===== src/rtl/aca16_xor_enc32.sv =====
// Logic-locked 16-bit Almost Correct Adder with a 32-bit XOR/XNOR key-gate lock.
// Each sum bit uses a speculative carry rippled only over the WINDOW bits below it.
// The 16 propagate and 16 generate nets each pass through their own key gate.
// The {carry_out, sum} result is registered, giving one cycle of latency.
module aca16_xor_enc32 #(
  parameter int unsigned WINDOW      = 4,
  parameter logic [31:0] CORRECT_KEY = 32'h1812B8A4
) (
  input  logic        clk_i,
  input  logic        rst_i,
  input  logic [15:0] add1_i,
  input  logic [15:0] add2_i,
  input  logic [31:0] keyinput,
  output logic [16:0] result_o
);

  localparam int Win = int'(WINDOW);

  logic [15:0] p;
  logic [15:0] g;
  logic [15:0] sum_d;
  logic        cout_d;
  logic [16:0] result_q;

  // One key gate per net. Its type is fixed by CORRECT_KEY, so the correct key leaves
  // every net equal to its true propagate or generate value.
  for (genvar i = 0; i < 16; i++) begin : g_bit
    logic p_raw;
    logic g_raw;
    assign p_raw = add1_i[i] ^ add2_i[i];
    assign g_raw = add1_i[i] & add2_i[i];

    if (CORRECT_KEY[i]) begin : g_p_xnor
      assign p[i] = ~(p_raw ^ keyinput[i]);
    end else begin : g_p_xor
      assign p[i] = p_raw ^ keyinput[i];
    end

    if (CORRECT_KEY[16+i]) begin : g_g_xnor
      assign g[i] = ~(g_raw ^ keyinput[16+i]);
    end else begin : g_g_xor
      assign g[i] = g_raw ^ keyinput[16+i];
    end
  end

  // Ripple carry into bit hi from bits max(0, hi-Win)..hi-1, carry-in 0 at the low end.
  function automatic logic win_carry(input logic [15:0] pp, input logic [15:0] gg,
                                     input int hi);
    logic c;
    int   lo;
    c  = 1'b0;
    lo = (hi > Win) ? hi - Win : 0;
    for (int j = 0; j < 16; j++) begin
      if (j >= lo && j < hi) c = gg[j] | (pp[j] & c);
    end
    return c;
  endfunction

  // Speculative sum bits and truncated carry out.
  always_comb begin
    sum_d = '0;
    for (int i = 0; i < 16; i++) begin
      sum_d[i] = p[i] ^ win_carry(p, g, i);
    end
    cout_d = win_carry(p, g, 16);
  end

  // Result register; reset clears it and drops any result still in flight.
  always_ff @(posedge clk_i or posedge rst_i) begin
    if (rst_i) begin
      result_q <= '0;
    end else begin
      result_q <= {cout_d, sum_d};
    end
  end

  assign result_o = result_q;

endmodule


===== config.mk =====
export PLATFORM = sky130hd
export DESIGN_NAME = aca16_xor_enc32
export DESIGN_NICKNAME = d
export VERILOG_FILES = /design/src/rtl/aca16_xor_enc32.sv
export SDC_FILE = /design/constraint.sdc
export NUM_CORES = 1
export LEC_CHECK = 0
export CELL_PAD_IN_SITES_DETAIL_PLACEMENT = 0
export CELL_PAD_IN_SITES_GLOBAL_PLACEMENT = 1
export CORE_AREA = 3 3 64 90
export CTS_BUF_LIST = sky130_fd_sc_hd__clkbuf_4 sky130_fd_sc_hd__clkbuf_8
export CTS_CLUSTER_SIZE = 28
export DETAILED_ROUTE_END_ITERATION = 10
export DIE_AREA = 0 0 67 93
export PLACE_DENSITY_LB_ADDON = 0.2
export SYNTH_ARGS = -nofsm -noshare
export SYNTH_HDL_FRONTEND = slang
export SYNTH_SLANG_ARGS = --single-unit

===== constraint.sdc =====
create_clock -name clk_i -period 0.8 [get_ports clk_i]
set_input_delay 0.12 -clock clk_i [delete_from_list [all_inputs] [get_ports clk_i]]
set_output_delay 0.12 -clock clk_i [all_outputs]
set_load 0.05 [all_outputs]

After elaboration in Yosys (flattened, before gate mapping)
Index checks and enable logic that the tools add are counted.
Word-level totals
  logic and storage cells: 169
  register bits after elaboration: 17
  output and inout port bits: 17
  bits of input ports: 66
Cells by class
  bitwise logic cells: 168
Operators by type and width (number)
  $xor A1 B1 Y1: 63
  $and A1 B1 Y1: 55
  $or A1 B1 Y1: 39
  $not A1 Y1: 11

Longest topological paths before layout
Gate-level depths: netlist of run 1.
  depth after elaboration: 10
  depth in mapped cells: 9
  gate-level depth less buffers: 9

Worst setup path before layout of run 1
No wires, ideal clock.
  kind: input -> register
  start point: input add1_i[1]
  end point: register result_q[4] (netlist: result_o[4])
  data arrival time: 1.583 ns
  setup slack: -0.912 ns
  setup time: 0.129 ns
  buffers on the path: 0
  cell stages on the path: 9
  required time: 0.671 ns
  cells stage by stage: ha_1 xor2_1 ha_1 nand2b_1 ha_1 nand2b_1 ha_1 nand2b_1 xnor2_1
On the way
  longest elaborated chain between the ends: 9
  elaborated cells on any way between the ends: 12
  those cells by class: 12 x bitwise
Ends and longest elaborated chain
  from (decl): line 11  | input logic [15:0] add1_i,
  $xor A1 B1 Y1 / $and A1 B1 Y1 (equally long branches): line 30, 31
  $xor A1 B1 Y1, on equally long branches: line 36, 40
  $and A1 B1 Y1 / $not A1 Y1 (equally long branches): line 54, 40
  $or A1 B1 Y1 (*): line 54  | if (j >= lo && j < hi) c = gg[j] | (pp[j] & c);
  $and A1 B1 Y1 (*): line 54
  $or A1 B1 Y1 (*): line 54
  $and A1 B1 Y1 (*): line 54
  $or A1 B1 Y1 (*): line 54
  $xor A1 B1 Y1 (*): line 63  | sum_d[i] = p[i] ^ win_carry(p, g, i);
  net sum_d[4]: line 21  | logic [15:0] sum_d;
  to (signal assigned): line 73  | result_q <= {cout_d, sum_d};
  to (decl): line 23  | logic [16:0] result_q;
Mark *: on every way through the listed nets, which the timed path passes. The rest lies on a longest branch.

Worst setup path in the final report of run 1
  start point: input add2_i[1]
  end point: register result_q[4] (netlist: result_o[4])
On the way
  longest elaborated chain between the ends: 9
  elaborated cells on any way between the ends: 12
  those cells by class: 12 x bitwise
Ends and longest elaborated chain
  from (decl): line 12  | input logic [15:0] add2_i,
  $xor A1 B1 Y1 / $and A1 B1 Y1 (equally long branches): line 30, 31
  $xor A1 B1 Y1, on equally long branches: line 36, 40
  $and A1 B1 Y1 / $not A1 Y1 (equally long branches): line 54, 40
  $or A1 B1 Y1 (*): line 54
  $and A1 B1 Y1 (*): line 54
  $or A1 B1 Y1 (*): line 54
  $and A1 B1 Y1 (*): line 54
  $or A1 B1 Y1 (*): line 54
  $xor A1 B1 Y1 (*): line 63
  net sum_d[4]: line 21
Marks and branches as above.

==> results of run 1 <==
-- worst max-delay path, stage by stage --
cell,delay [ns]
buf_6,0.10
ha_4,0.23
xor2_2,0.14
ha_2,0.18
nand2b_4,0.14
ha_4,0.15
nand2b_4,0.13
ha_4,0.15
nand2b_4,0.14
xnor2_2,0.13
-- cells in the mapped netlist (all sizes together) (2+ instances only) --
cell type	number	area (sq um)
xnor2	22	215
xor2	22	208
ha	19	238
dfrtp	17	425
a21oi	11	55.1
inv	6	22.5
o21ai	6	30.0
o41ai	4	35.0
nand2b	3	18.8
nor2	3	11.3
nor3	2	10.0
nor4b	2	23.8
o211ai	2	15.0
-- per-layer routing --
layer / track usage / share of wire / vias to the layer above
met3: 0.0168 / 0.052 / 5
met5: 0 / 0 / -
met4: 0.0406 / 0.013 / 0
met2: 0.304 / 0.64 / 57
li1: - / - / 656
met1: 0.117 / 0.30 / 652
-- timing repair --
| action | CTS | global route |
|---|---|---|
| gates resized for setup | 199 | 21 |
| buffers inserted | 13 | 2 |
| pin swaps | 64 | 30 |
| endpoints found under the setup margin | 34 | 33 |
-- per-stage QoR --
stage	util	total power, mW	setup TNS [ns]	hold slack [ns]	worst slack (ns)
finish	0.674	6.34	-6.16	0.182	-0.666
global route	0.674	6.62	-7.22	0.188	-0.700
CTS	0.653	6.24	-6.28	0.180	-0.687
detailed placement	0.589	5.17	-14.73	0.484	-1.34
global placement	0.589	5.10	-14.21	0.473	-1.29
floorplan	-	3.19	-5.08	0.0461	-0.756
-- cell type report --
| cell class | instances | share of cell area |
|---|---|---|
| inverter | 6 | 0.00652 |
| tap | 66 | 0.0239 |
| sequential | 17 | 0.123 |
| clock buffer | 4 | 0.0141 |
| timing repair buffer | 114 | 0.355 |
| multi-input combinational | 99 | 0.477 |
-- final timing paths --
check | startpoint | to | slack [ns] | depth (start not counted)
max | add2_i[1] | result_o[4] | -0.67 | 10
min | add1_i[0] | result_o[0] | 0.18 | 3
max in group asynchronous | rst_i | result_o[5] | 0.48 | 3
min in group asynchronous | rst_i | result_o[0] | 0.20 | 3
-- power groups by stage --
stage,registers [mW],clock network [mW],logic [mW]
6_report,1.32,0.675,4.34
5_1_grt,1.35,0.720,4.55
4_1_cts,1.33,0.691,4.23
3_5_place_dp,1.34,0,3.83
3_3_place_gp,1.34,0,3.76
2_1_floorplan,2.11,0,1.08
-- cells by family after synthesis --
| family | count (synthesis) | synth area share |
|---|---|---|
| simple gates | 10 | 0.0477 |
| fa+ha+maj | 19 | 0.178 |
| compound gates | 26 | 0.124 |
| flops | 17 | 0.318 |
| buf+inv | 6 | 0.0168 |
| xor+xnor | 44 | 0.316 |
==> results.py, run 1 <==
metrics = {
    "placed_design": {
        "io_buffer_count": 82,
        "place_area_sq_mm": 0.00301,
        "dp.cells": 288,
        "gp_congestion": 0.688,
        "hpwlAfterDp_mm": 3.25,
    },
    "cells_and_area": {
        "drive_gt1_frac": 0.658,
        "multi_input_area_sq_mm": 0.00165,
        "largest_register_ff_count": 17,
        "final_cell_area_sq_mm": 0.00345,
        "instances_no_fill": 306,
        "layout.cells.most_common": "dlygate4sd2_1",
        "fillers": 399,
        "nets": 326,
        "final_cell_mix": "dlygate4sd2_1 (27), buf_6 (22), buf_4 (21), buf_12 (20)",
        "seq_area_sq_um": 425,
        "syn_to_final_growth_pct": 158,
        "num_antenna_cells": 0,
    },
    "die": {
        "chipWidth_microns": 67,
        "die_height_microns": 93,
        "die-area_sq_mm": 0.00623,
        "initial_core_util": 0.261,
        "core_sq_mm": 0.00512,
        "top_level_ports": 83,
        "rows": 31,
    },
    "pwr": {
        "power_density_mw_per_mm2": 1840,
        "power.leakage_nw": 1.47,
        "p_sw_mw": 2.51,
        "clockPowerShare": 0.106,
        "p_seq_frac": 0.209,
        "comb_power_share": 0.685,
        "swShare": 0.396,
        "vdd_ir_drop_max_v": 0.000804,
        "cellInternalPower_mw": 3.83,
    },
    "routing": {
        "drt_iter0_drc": 26,
        "drt_wl_total_mm": 4.17,
        "drtPass1Iterations": 4,
        "drtAntennaViolNets": 0,
        "vias_per_cell": 4.48,
        "post_drt_wl_per_cell_microns": 13.6,
        "vias": 1370,
        "drcViolationCount": 0,
    },
    "clock_tree": {
        "cts_buffer_depth": 2,
        "clock-sinks": 17,
        "path_clk_slew_ns": 0.07,
        "hold_buffers": 0,
        "cts_tree": "done",
        "cts.root.buffer_cell": "clkbuf_8",
        "htreeDepth": 1,
        "cts_inserted_buffers": 3,
    },
    "run": {
        "drv_cap": 0,
    },
    "setup_path": {
        "worst_setup_path_end_kind": "flip-flop",
        "worstPathRequired_ns": 0.93,
        "worst-path-max-fanout": 1,
        "arrival_ns": 1.60,
        "critPathKind": "in2reg",
        "start_kind": "input port",
    },
    "sta": {
        "fin_crit_ns": 1.47,
        "rsz0062_at_grt": "yes",
        "final_max_slew_viol_count": 0,
        "fin_ws_ns": -0.666,
        "hold_viol_final": 0,
        "fin_crit_sh": 1.83,
        "worst_pin_slew_ns": 0.300,
        "setup_viol_count_final": 32,
        "relSlewSlack": 0.798,
        "max_freq_mhz": 682,
    },
    "yosys": {
        "synth_area_sq_mm": 0.00134,
        "avgSynthCellArea_sq_um": 11.0,
        "postSynthCellCount": 122,
        "synth_seq_cells": 17,
        "syn-num-nets": 207,
        "ys.flop_type": "dfrtp_1",
        "synth-edff-count": 0,
        "ys_types": 20,
        "ys_seq_area_frac": 0.318,
        "ys_async_sr_fraction": 1.00,
        "yosys_warnings": 0,
    },
    "outcome": {
        "status": "finished, violations left",
        "failed_checks": "setup timing",
    },
    "global_routing": {
        "grt_max_degree": 14,
        "antenna_found_initial": 0,
        "grt_usage": 0.139,
        "grt_pass1_vias": 1563,
        "overflow": 0,
        "grt_pass1_wl_mm": 6.63,
    },
    "min_path": {
        "hp-class": "in2reg",
    },
}
No activity file was read; power rests on OpenSTA's default activity.
==> run 2, diff against run 1 <==
SLEW_MARGIN = 25   (was not set)
==> results of run 2 <==
Final layout, timing and power as in run 1 (identical DEF).
==> run 3, diff against run 2 <==
CTS_BUF_LIST = not set   (was sky130_fd_sc_hd__clkbuf_4 sky130_fd_sc_hd__clkbuf_8)
==> results.py, run 3 (synthesis gave the netlist of run 1 again) <==
metrics = {
    "pwr": {
        "power.leakage_nw": 1.46,
        "total_power_mw": 6.31,
        "clockPowerShare": 0.102,
        "vdd_ir_drop_max_v": 0.000803,
        "p_sw_mw": 2.51,
        "p_seq_frac": 0.210,
        "power_density_mw_per_mm2": 1830,
        "swShare": 0.398,
        "cellInternalPower_mw": 3.80,
        "comb_power_share": 0.688,
    },
    "sta": {
        "setup_viol_count_final": 32,
        "hold_viol_final": 0,
        "fin_ws_ns": -0.666,
        "fin_crit_ns": 1.47,
        "whs_ns": 0.181,
        "rsz0062_at_grt": "yes",
        "fin_crit_sh": 1.83,
        "relSlewSlack": 0.798,
        "max_freq_mhz": 682,
        "worst_pin_slew_ns": 0.300,
        "final_max_slew_viol_count": 0,
    },
    "global_routing": {
        "grt_max_degree": 14,
        "grt_pass1_vias": 1563,
        "antenna_found_initial": 0,
        "grt_usage": 0.139,
        "grt_pass1_wl_mm": 6.63,
        "overflow": 0,
    },
    "cells_and_area": {
        "nets": 326,
        "drive_gt1_frac": 0.654,
        "syn_to_final_growth_pct": 158,
        "layout.cells.most_common": "dlygate4sd2_1",
        "largest_register_ff_count": 17,
        "final_util": 0.674,
        "final_cell_area_sq_mm": 0.00345,
        "final_cell_mix": "dlygate4sd2_1 (27), buf_6 (22), buf_4 (21), buf_12 (20)",
        "num_antenna_cells": 0,
    },
    "clock_tree": {
        "cts.root.buffer_cell": "clkbuf_8",
        "cts_inserted_buffers": 3,
        "hold_buffers": 0,
        "cts_tree": "done",
        "cts_buffer_depth": 2,
        "path_clk_slew_ns": 0.07,
        "clock-sinks": 17,
        "htreeDepth": 1,
    },
    "placed_design": {
        "dp_slack_ns": -1.34,
        "io_buffer_count": 82,
        "hpwlAfterDp_mm": 3.25,
        "gp_congestion": 0.688,
        "place_area_sq_mm": 0.00301,
    },
    "outcome": {
        "failed_checks": "setup timing",
        "status": "finished, violations left",
    },
    "die": {
        "core_sq_mm": 0.00512,
        "initial_core_util": 0.261,
        "top_level_ports": 83,
        "chipWidth_microns": 67,
        "rows": 31,
        "die-area_sq_mm": 0.00623,
        "die_height_microns": 93,
    },
    "setup_path": {
        "path_delay_family": "adder cells",
        "cpMaxStageDelayCell": "ha_4",
        "worst_setup_path_end_kind": "flip-flop",
        "worst-path-buf-inv": 1,
        "arrival_ns": 1.60,
        "cp-startpoint": "add2_i[1]",
        "worst-path-max-fanout": 1,
        "start_kind": "input port",
        "path_cells": "buf_6 -> ha_4 -> xor2_2 -> ha_2 -> nand2b_4 -> ha_4 -> nand2b_4 -> ha_4 -> nand2b_4 -> xnor2_2",
        "worstPathRequired_ns": 0.93,
        "max_stage_delay_ns": 0.23,
        "critPathKind": "in2reg",
    },
    "routing": {
        "drtPass1Iterations": 4,
        "drt_wl_total_mm": 4.17,
        "vias_per_cell": 4.47,
        "drtAntennaViolNets": 0,
        "vias": 1369,
        "post_drt_wl_per_cell_microns": 13.6,
        "drt_iter0_drc": 26,
        "drcViolationCount": 0,
    },
    "run": {
        "drv_cap": 0,
    },
    "min_path": {
        "hp-class": "in2reg",
        "min-delay-start": "add1_i[0]",
    },
}
[run 3: cell counts in the layout (fill, tap and decap cells not counted)]
Identical to the previous run, type by type.
[run 3: power groups by stage]
stage | Sequential (mW) | Clock [mW] | Combinational [mW]
floorplan | 2.11 | 0 | 1.08
global placement | 1.34 | 0 | 3.76
detailed placement | 1.34 | 0 | 3.83
CTS | 1.33 | 0.652 | 4.23
global route | 1.35 | 0.684 | 4.55
finish | 1.32 | 0.643 | 4.34
[run 3: metal layers]
layer / share of wire / GRT usage / routed length (microns)
met1: 0.30 / 0.117 / 1240
met2: 0.64 / 0.304 / 2660
met3: 0.053 / 0.0168 / 219
met4: 0.013 / 0.0406 / 55
met5: 0 / 0 / 0
[run 3: final cells by class]
class,instances,area [sq um]
Multi-Input combinational cell,99,1650
Tap cell,66,82.6
Timing Repair Buffer,114,1220
Clock buffer,4,45.0
Fill cell,401,1670
Inverter,6,22.5
Sequential cell,17,425
[run 3: final timing paths]
path                               end  slack, ns  cells past startpoint
worst max-delay path       result_o[4]      -0.67                     10
worst min-delay path       result_o[0]       0.18                      3
max in group asynchronous  result_o[5]       0.48                      3
min in group asynchronous  result_o[0]       0.20                      3
[run 3: tightest hold or removal path, stage by stage]
cell and delay [ns]:
buf_2 0.08, ha_2 0.14, xor2_1 0.06
[run 3: stage by stage]
stage / cells / TNS, ns
after global routing: 306 / -7.22
after floorplan: 122 / -5.08
final: 306 / -6.17
after CTS: 304 / -6.27
after global placement: 288 / -14.21
after detailed placement: 288 / -14.73
[run 3: what timing repair did]
item                       in CTS  in global routing
gates resized for setup       199                 21
setup buffers                  13                  2
pin swaps                      64                 30
setup endpoints to repair      34                 33
